`config.mk`:
```
export PLATFORM = sky130hd
export DESIGN_NAME = avalon_st_packet_source_flat
export DESIGN_NICKNAME = d
export VERILOG_FILES = /design/src/rtl/avalon_st_packet_source_if.sv /design/src/rtl/avalon_st_packet_source.sv /design/src/flat_wrapper.sv
export SDC_FILE = /design/constraint.sdc
export NUM_CORES = 1
export LEC_CHECK = 0
export CAP_MARGIN = 25
export CELL_PAD_IN_SITES_DETAIL_PLACEMENT = 0
export CELL_PAD_IN_SITES_GLOBAL_PLACEMENT = 1
export CORE_UTILIZATION = 40
export DETAILED_ROUTE_END_ITERATION = 8
export PLACE_DENSITY_LB_ADDON = 0.05
export SLEW_MARGIN = 20
export SYNTH_ARGS = -nofsm -noshare
export SYNTH_HDL_FRONTEND = slang
export SYNTH_SLANG_ARGS = --single-unit
export TNS_END_PERCENT = 30
```
`constraint.sdc`:
```
create_clock -name clk -period 7.8 [get_ports clk]
set_clock_uncertainty 0.2 [all_clocks]
set_input_delay 1.56 -clock clk [delete_from_list [all_inputs] [get_ports clk]]
set_output_delay 1.56 -clock clk [all_outputs]
set_load 0.005 [all_outputs]
```
`src/rtl/avalon_st_packet_source_if.sv`:
```
// Avalon-ST packet source bus bundle.
// Carries the command channel into the source and the stream it emits.
//   cmd_valid/cmd_ready/cmd_length/cmd_empty/cmd_seed : command channel
//   stream_out_*                                      : Avalon-ST source, readyLatency 0
// Handshake: a command or beat moves on a rising clock edge where valid && ready.
// Once valid is high it stays high, and the payload stays stable, until that edge.
// master = the packet source, slave = whoever feeds commands and sinks the stream.
interface avalon_st_packet_source_if #(
    parameter int DATA_BYTES = 8,
    parameter int LEN_W      = 16
);
    localparam int EMPTY_W = $clog2(DATA_BYTES);

    logic                    cmd_valid;
    logic                    cmd_ready;
    logic [LEN_W-1:0]        cmd_length;
    logic [EMPTY_W-1:0]      cmd_empty;
    logic [7:0]              cmd_seed;

    logic [DATA_BYTES*8-1:0] stream_out_data;
    logic [EMPTY_W-1:0]      stream_out_empty;
    logic                    stream_out_valid;
    logic                    stream_out_startofpacket;
    logic                    stream_out_endofpacket;
    logic                    stream_out_ready;

    modport master (
        input  cmd_valid, cmd_length, cmd_empty, cmd_seed, stream_out_ready,
        output cmd_ready, stream_out_data, stream_out_empty, stream_out_valid,
               stream_out_startofpacket, stream_out_endofpacket
    );

    modport slave (
        output cmd_valid, cmd_length, cmd_empty, cmd_seed, stream_out_ready,
        input  cmd_ready, stream_out_data, stream_out_empty, stream_out_valid,
               stream_out_startofpacket, stream_out_endofpacket
    );
endinterface

```
`src/rtl/avalon_st_packet_source.sv`:
```
// Command-driven Avalon-ST packet generator.
// Each accepted command with a nonzero length emits one packet of cmd_length beats;
// byte k of beat n is (seed + n*DATA_BYTES + k) mod 256, byte 0 in the MSB lane.
// On the eop beat the low cmd_empty bytes are driven to zero.
// Ports:
//   clk, reset_n   : clock, asynchronous active-low reset
//   bus (master)   : command channel in, Avalon-ST stream out
//   busy           : packet in progress
//   packet_count   : packets completed (wraps silently)
//   dbg_state_o    : current FSM state (0 = IDLE, 1 = SEND)
module avalon_st_packet_source #(
    parameter int DATA_BYTES = 8,
    parameter int LEN_W      = 16
) (
    input  logic                        clk,
    input  logic                        reset_n,
    avalon_st_packet_source_if.master   bus,
    output logic                        busy,
    output logic [31:0]                 packet_count,
    output logic                        dbg_state_o
);
    localparam int EMPTY_W = $clog2(DATA_BYTES);

    typedef enum logic {IDLE = 1'b0, SEND = 1'b1} state_t;

    state_t                  state_q;
    logic [LEN_W-1:0]        n_q;
    logic [LEN_W-1:0]        len_q;
    logic [EMPTY_W-1:0]      empty_q;
    logic [7:0]              base_q;       // first byte value of the beat on the bus
    logic [DATA_BYTES*8-1:0] data_q;
    logic [EMPTY_W-1:0]      out_empty_q;
    logic                    valid_q;
    logic                    sop_q;
    logic                    eop_q;
    logic                    cmd_ready_q;
    logic                    busy_q;
    logic [31:0]             count_q;

    logic [LEN_W-1:0]        n_d;
    logic [7:0]              base_d;
    logic                    last_d;       // the beat after the current one is the eop beat
    logic                    first_last;   // the incoming command is a single-beat packet

    // Builds one beat from its first byte value; trailing empty bytes are zeroed on eop.
    function automatic logic [DATA_BYTES*8-1:0] beat_data(
        input logic [7:0]         base,
        input logic               eop,
        input logic [EMPTY_W-1:0] emp
    );
        logic [DATA_BYTES*8-1:0] d;
        logic [7:0]              b;
        d = '0;
        for (int k = 0; k < DATA_BYTES; k++) begin
            b = base + 8'(k);
            if (eop && (k >= DATA_BYTES - int'(emp)))
                b = 8'h00;
            d[DATA_BYTES*8-1-8*k -: 8] = b;
        end
        return d;
    endfunction

    always_comb begin
        n_d        = n_q + LEN_W'(1);
        base_d     = base_q + 8'(DATA_BYTES);
        last_d     = (n_d == (len_q - LEN_W'(1)));
        first_last = (bus.cmd_length == LEN_W'(1));
    end

    always_ff @(posedge clk or negedge reset_n) begin
        if (!reset_n) begin
            state_q     <= IDLE;
            n_q         <= '0;
            len_q       <= '0;
            empty_q     <= '0;
            base_q      <= '0;
            data_q      <= '0;
            out_empty_q <= '0;
            valid_q     <= 1'b0;
            sop_q       <= 1'b0;
            eop_q       <= 1'b0;
            cmd_ready_q <= 1'b0;
            busy_q      <= 1'b0;
            count_q     <= '0;
        end else begin
            case (state_q)
                IDLE: begin
                    cmd_ready_q <= 1'b1;
                    // Zero-length commands are consumed without producing a beat.
                    if (bus.cmd_valid && cmd_ready_q && (bus.cmd_length != '0)) begin
                        state_q     <= SEND;
                        len_q       <= bus.cmd_length;
                        empty_q     <= bus.cmd_empty;
                        base_q      <= bus.cmd_seed;
                        n_q         <= '0;
                        data_q      <= beat_data(bus.cmd_seed, first_last, bus.cmd_empty);
                        out_empty_q <= first_last ? bus.cmd_empty : '0;
                        valid_q     <= 1'b1;
                        sop_q       <= 1'b1;
                        eop_q       <= first_last;
                        cmd_ready_q <= 1'b0;
                        busy_q      <= 1'b1;
                    end
                end
                SEND: begin
                    if (valid_q && bus.stream_out_ready) begin
                        if (eop_q) begin
                            // Ready rises with the return to IDLE, so the next command
                            // lands one cycle later and its first beat after that.
                            state_q     <= IDLE;
                            n_q         <= '0;
                            data_q      <= '0;
                            out_empty_q <= '0;
                            valid_q     <= 1'b0;
                            sop_q       <= 1'b0;
                            eop_q       <= 1'b0;
                            cmd_ready_q <= 1'b1;
                            busy_q      <= 1'b0;
                            count_q     <= count_q + 32'd1;
                        end else begin
                            n_q         <= n_d;
                            base_q      <= base_d;
                            data_q      <= beat_data(base_d, last_d, empty_q);
                            out_empty_q <= last_d ? empty_q : '0;
                            sop_q       <= 1'b0;
                            eop_q       <= last_d;
                        end
                    end
                end
                default: state_q <= IDLE;
            endcase
        end
    end

    assign bus.cmd_ready                = cmd_ready_q;
    assign bus.stream_out_data          = data_q;
    assign bus.stream_out_empty         = out_empty_q;
    assign bus.stream_out_valid         = valid_q;
    assign bus.stream_out_startofpacket = sop_q;
    assign bus.stream_out_endofpacket   = eop_q;
    assign busy                         = busy_q;
    assign packet_count                 = count_q;
    assign dbg_state_o                  = state_q;
endmodule

```
`src/flat_wrapper.sv`:
```
// flat-port wrapper written by rule: the top's interface ports become plain ports
module avalon_st_packet_source_flat 
#(
    parameter int DATA_BYTES = 8,
    parameter int LEN_W      = 16
)
  (clk, reset_n, busy, packet_count, dbg_state_o, bus_cmd_valid, bus_cmd_length, bus_cmd_empty, bus_cmd_seed, bus_stream_out_ready, bus_cmd_ready, bus_stream_out_data, bus_stream_out_empty, bus_stream_out_valid, bus_stream_out_startofpacket, bus_stream_out_endofpacket);
  avalon_st_packet_source_if #(.DATA_BYTES(DATA_BYTES), .LEN_W(LEN_W)) bus_i ();
  input  logic clk;
  input  logic reset_n;
  output logic busy;
  output logic [31:0] packet_count;
  output logic dbg_state_o;
  input wire logic [$bits(bus_i.cmd_valid)-1:0] bus_cmd_valid;
  input wire logic [$bits(bus_i.cmd_length)-1:0] bus_cmd_length;
  input wire logic [$bits(bus_i.cmd_empty)-1:0] bus_cmd_empty;
  input wire logic [$bits(bus_i.cmd_seed)-1:0] bus_cmd_seed;
  input wire logic [$bits(bus_i.stream_out_ready)-1:0] bus_stream_out_ready;
  output wire logic [$bits(bus_i.cmd_ready)-1:0] bus_cmd_ready;
  output wire logic [$bits(bus_i.stream_out_data)-1:0] bus_stream_out_data;
  output wire logic [$bits(bus_i.stream_out_empty)-1:0] bus_stream_out_empty;
  output wire logic [$bits(bus_i.stream_out_valid)-1:0] bus_stream_out_valid;
  output wire logic [$bits(bus_i.stream_out_startofpacket)-1:0] bus_stream_out_startofpacket;
  output wire logic [$bits(bus_i.stream_out_endofpacket)-1:0] bus_stream_out_endofpacket;
  assign bus_i.cmd_valid = bus_cmd_valid;
  assign bus_i.cmd_length = bus_cmd_length;
  assign bus_i.cmd_empty = bus_cmd_empty;
  assign bus_i.cmd_seed = bus_cmd_seed;
  assign bus_i.stream_out_ready = bus_stream_out_ready;
  assign bus_cmd_ready = bus_i.cmd_ready;
  assign bus_stream_out_data = bus_i.stream_out_data;
  assign bus_stream_out_empty = bus_i.stream_out_empty;
  assign bus_stream_out_valid = bus_i.stream_out_valid;
  assign bus_stream_out_startofpacket = bus_i.stream_out_startofpacket;
  assign bus_stream_out_endofpacket = bus_i.stream_out_endofpacket;
  avalon_st_packet_source #(.DATA_BYTES(DATA_BYTES), .LEN_W(LEN_W)) u_core (.clk(clk), .reset_n(reset_n), .bus(bus_i), .busy(busy), .packet_count(packet_count), .dbg_state_o(dbg_state_o));
endmodule
```
==> results.toml <==
[run_status]
status = "finished, final reports clean"

[clock_network]
ctsHoldBuffers = 0
cts_root_buf = "clkbuf_16"
htreeDepth = 4
clk_pin_slew_worst_paths_ps = 60
cts_setup_buffers = 0
cts_tree = "yes"
cts_resized = 0
cts_buffer_depth = 2
numCtsBuffers = 17
clk_latency_ps = 430
cts.sinks = 147

[timing]
tightest_slew_ps = 1070
hold_viol_final = 0
drv_slew = 0
setup_ws_ps = 3190
fmax_mhz = 217
period_share_pct = 59.1
setup_tns_ps = 0
rsz0062_at_grt = "false"
slew_headroom_pct = 28.9
finalCriticalPeriod_ps = 4610
setup_viol = 0

[layout]
drive_gt1_share_pct = 5.48
syn2layout_area_growth_pct = 24.3
regArea_um2 = 3680
stdcell_count = 1411
finalNetCount = 1179
diodes = 0
fillerInstances = 2110
multiInputGateArea_um2 = 4950

[placement]
dp_hpwl_um = 20800
dp.cells = 1379
port_buffers = 135
gp_congestion = 0.851
dp_slack_ps = 2720

[detailed_routing]
wire_per_inst_um = 20.8
top_layer = "met4"
postRouteAntennaNets = 0
dr.pass1.iters = 5
viasPerCell = 5.60
wl_met2_um = 14700
wl_met1_um = 13000
drt_iter0_markers = 494
post-route-drc-count = 0
vias = 7895
route.met3.wl_um = 1110
routed_wl_um = 29400

[yosys]
synth_cells = 1010
ys_ff_latch = 147
yosysWarnings = 0
synth_edf_count = 0
ys.flop_type = "dfrtp_1"
synth_compound_area_share_pct = 17.1
synthDistinctLibCells = 57
netlist_area_um2 = 8960
synthAdderAreaFrac_pct = 4.19
yosysSeqAreaShare_pct = 41.1
synth_xor_area_share_pct = 14.1
synthArstFlopShare_pct = 100
syn-num-nets = 1071
muxShareOfSynthArea_pct = 0.126
synth_top_family_by_area = "simple AND/OR/NAND/NOR gates"
syn_avg_cell_area_um2 = 8.87
yosys.area_share.simple_pct = 19.6

[setup_path]
critPathLaunch = "bus_cmd_length[3]"
reg2reg_to = "u_core.bus.stream_out_data[36]$_DFFE_PN0P_"
critPathArrivalTime_ps = 4710
critPathLaunchType = "input port"
r2r-start = "u_core.n_q[7]$_DFFE_PN0P_"
reg2reg_depth = 8
cp-end-kind = "flop"
regToRegSetupSlack_ps = 3360
required_ps = 7900
endpoint = "u_core.bus.stream_out_data[48]$_DFFE_PN0P_"
crit_type = "input port to flop"
critPathMaxFanout = 55

[power_and_ir_drop]
irDropWorstVdd_v = 0.000280
p_sw_mw = 1.77
p_leak_nw = 4.56
swShare_pct = 42.6
clock_power_share_pct = 20.6
p_seq_share_pct = 31.3
p_comb_share_pct = 48.1
internal-power_mw = 2.39
p_per_area_nw_per_um2 = 373
p_total_mw = 4.15

[global_routing]
grt_pass1_vias = 7679
track_usage_pct = 26.3
grt_overflow = 0
grt_max_degree = 61
grt_pass1_wl_um = 45300
antenna_found_initial = 0

[floorplanning]
core_area_um2 = 21900
die_y_um = 152
die_area_um2 = 23000
ios = 136
row_count = 54
start_util_pct = 40.9
die_x_um = 152

[job]
cap_violations = 0

[min_path]
hold_class = "flop to flop"
per-stage QoR:
stage | instance area, µm² | utilization [%] | hold WS [ps]
final | 11100 | 50.8 | 268
after global routing | 11100 | 50.8 | 297
after CTS | 11100 | 50.8 | 271
after detailed placement | 10500 | 48.1 | 261
after global placement | 10500 | 48.1 | 257
after floorplan | 8960 | - | 265
power by group through the flow:
stage / Clock, mW / Sequential [mW] / Combinational, mW
6_report: 0.856 / 1.30 / 2.00
5_1_grt: 0.899 / 1.33 / 2.18
4_1_cts: 0.867 / 1.30 / 2.00
3_5_place_dp: 0 / 1.31 / 1.99
3_3_place_gp: 0 / 1.31 / 1.97
2_1_floorplan: 0 / 1.20 / 1.24
how the worst min path moves through the flow:
stage	from	depth (start not counted)	slack, ps	endpoint
floorplan	u_core.packet_count[31]$_DFFE_PN0P_	1	260	u_core.packet_count[31]$_DFFE_PN0P_
global placement	u_core.packet_count[31]$_DFFE_PN0P_	1	260	u_core.packet_count[31]$_DFFE_PN0P_
detailed placement	u_core.packet_count[31]$_DFFE_PN0P_	1	260	u_core.packet_count[31]$_DFFE_PN0P_
CTS	u_core.packet_count[31]$_DFFE_PN0P_	1	270	u_core.packet_count[31]$_DFFE_PN0P_
global route	u_core.packet_count[31]$_DFFE_PN0P_	1	300	u_core.packet_count[31]$_DFFE_PN0P_
finish	u_core.packet_count[31]$_DFFE_PN0P_	1	270	u_core.packet_count[31]$_DFFE_PN0P_
synth_stat cells, types with 2 or more instances:
cell	instances	area (µm²)
nand4b_1	2	17.5
a311oi_1	2	17.5
nand2_1	123	462
o211ai_1	7	52.6
nor2b_1	7	43.8
and2_1	6	37.5
nor2_1	79	297
xor2_1	52	455
nor3b_1	3	22.5
nor3_1	23	115
o31ai_1	10	75.1
a22oi_1	33	248
and3_1	11	68.8
buf_6	2	22.5
nand2b_1	8	50.1
dfrtp_1	147	3680
o41ai_4	5	138
ha_1	30	375
buf_2	4	20.0
and4_1	6	52.6
o41ai_1	3	26.3
clkbuf_1	45	169
o21a_1	4	30.0
a21oi_1	58	290
o21ai_1	4	20.0
o221ai_1	5	43.8
nand4_1	18	113
or3_1	4	25.0
nor4_1	21	131
xnor2_1	90	788
nand3_1	49	245
inv_1	25	93.8
a31oi_1	3	18.8
a211o_1	3	26.3
o21ai_0	89	445
buf_1	8	30.0
logic make-up (layout without fill, tap and decap cells):
group	after synthesis	in the layout
multiplexers	1	1
AND/OR/NAND/NOR	368	368
adder cells (fa/ha/maj)	30	30
AO/OA/AOI/OAI	236	236
XOR/XNOR	143	143
buffers and inverters	85	206
flip-flops	147	147
area by class of cell:
class / count / area share, %
sequential: 147 / 33.1
tap: 280 / 3.15
clock buffer: 20 / 4.10
multi-input combinational: 778 / 44.5
timing repair buffer: 149 / 13.1
inverter: 25 / 0.843
clock inverter: 12 / 1.30
layer usage:
layer / global-route usage, % / up-vias
met5: 0 / -
met3: 3.56 / 40
met1: 34.8 / 3882
li1: - / 3755
met4: 8.81 / 0
met2: 44.0 / 218
registers in the layout (all words and copies together) (netlist names):
register	cells
u_core.bus.cmd_ready	1
u_core.dbg_state_o	1
u_core.bus.stream_out_startofpacket	1
u_core.n_q	16
u_core.bus.stream_out_data	64
u_core.bus.stream_out_empty	3
u_core.base_q	8
u_core.packet_count	32
u_core.bus.stream_out_endofpacket	1
u_core.empty_q	3
u_core.bus.stream_out_valid	1
u_core.len_q	16
critical path, cell delays in order:
cell and delay, ps:
clkdlybuf4s50_1 430, nor4_1 570, nand4_1 330, o21ai_2 210
and2_2 590, buf_4 650, nor4_1 110, a21oi_1 140
o21ai_0 100
cell usage in the layout (no fill, tap or decap), types with 8 or more instances in the layout:
| master | Yosys | routed |
|---|---|---|
| dfrtp_1 | 147 | 147 |
| nor2_1 | 79 | 79 |
| nor4_1 | 21 | 21 |
| nand4_1 | 18 | 18 |
| buf_4 | 1 | 14 |
| inv_1 | 25 | 25 |
| ha_1 | 30 | 30 |
| nand2b_1 | 8 | 8 |
| o21ai_0 | 89 | 88 |
| xnor2_1 | 90 | 90 |
| clkdlybuf4s50_1 | 0 | 134 |
| o31ai_1 | 10 | 10 |
| and3_1 | 11 | 11 |
| nand3_1 | 49 | 49 |
| nand2_1 | 123 | 123 |
| nor3_1 | 23 | 23 |
| clkbuf_16 | 0 | 17 |
| xor2_1 | 52 | 51 |
| a22oi_1 | 33 | 33 |
| a21oi_1 | 58 | 58 |
Power figures use the tool's default switching activity.
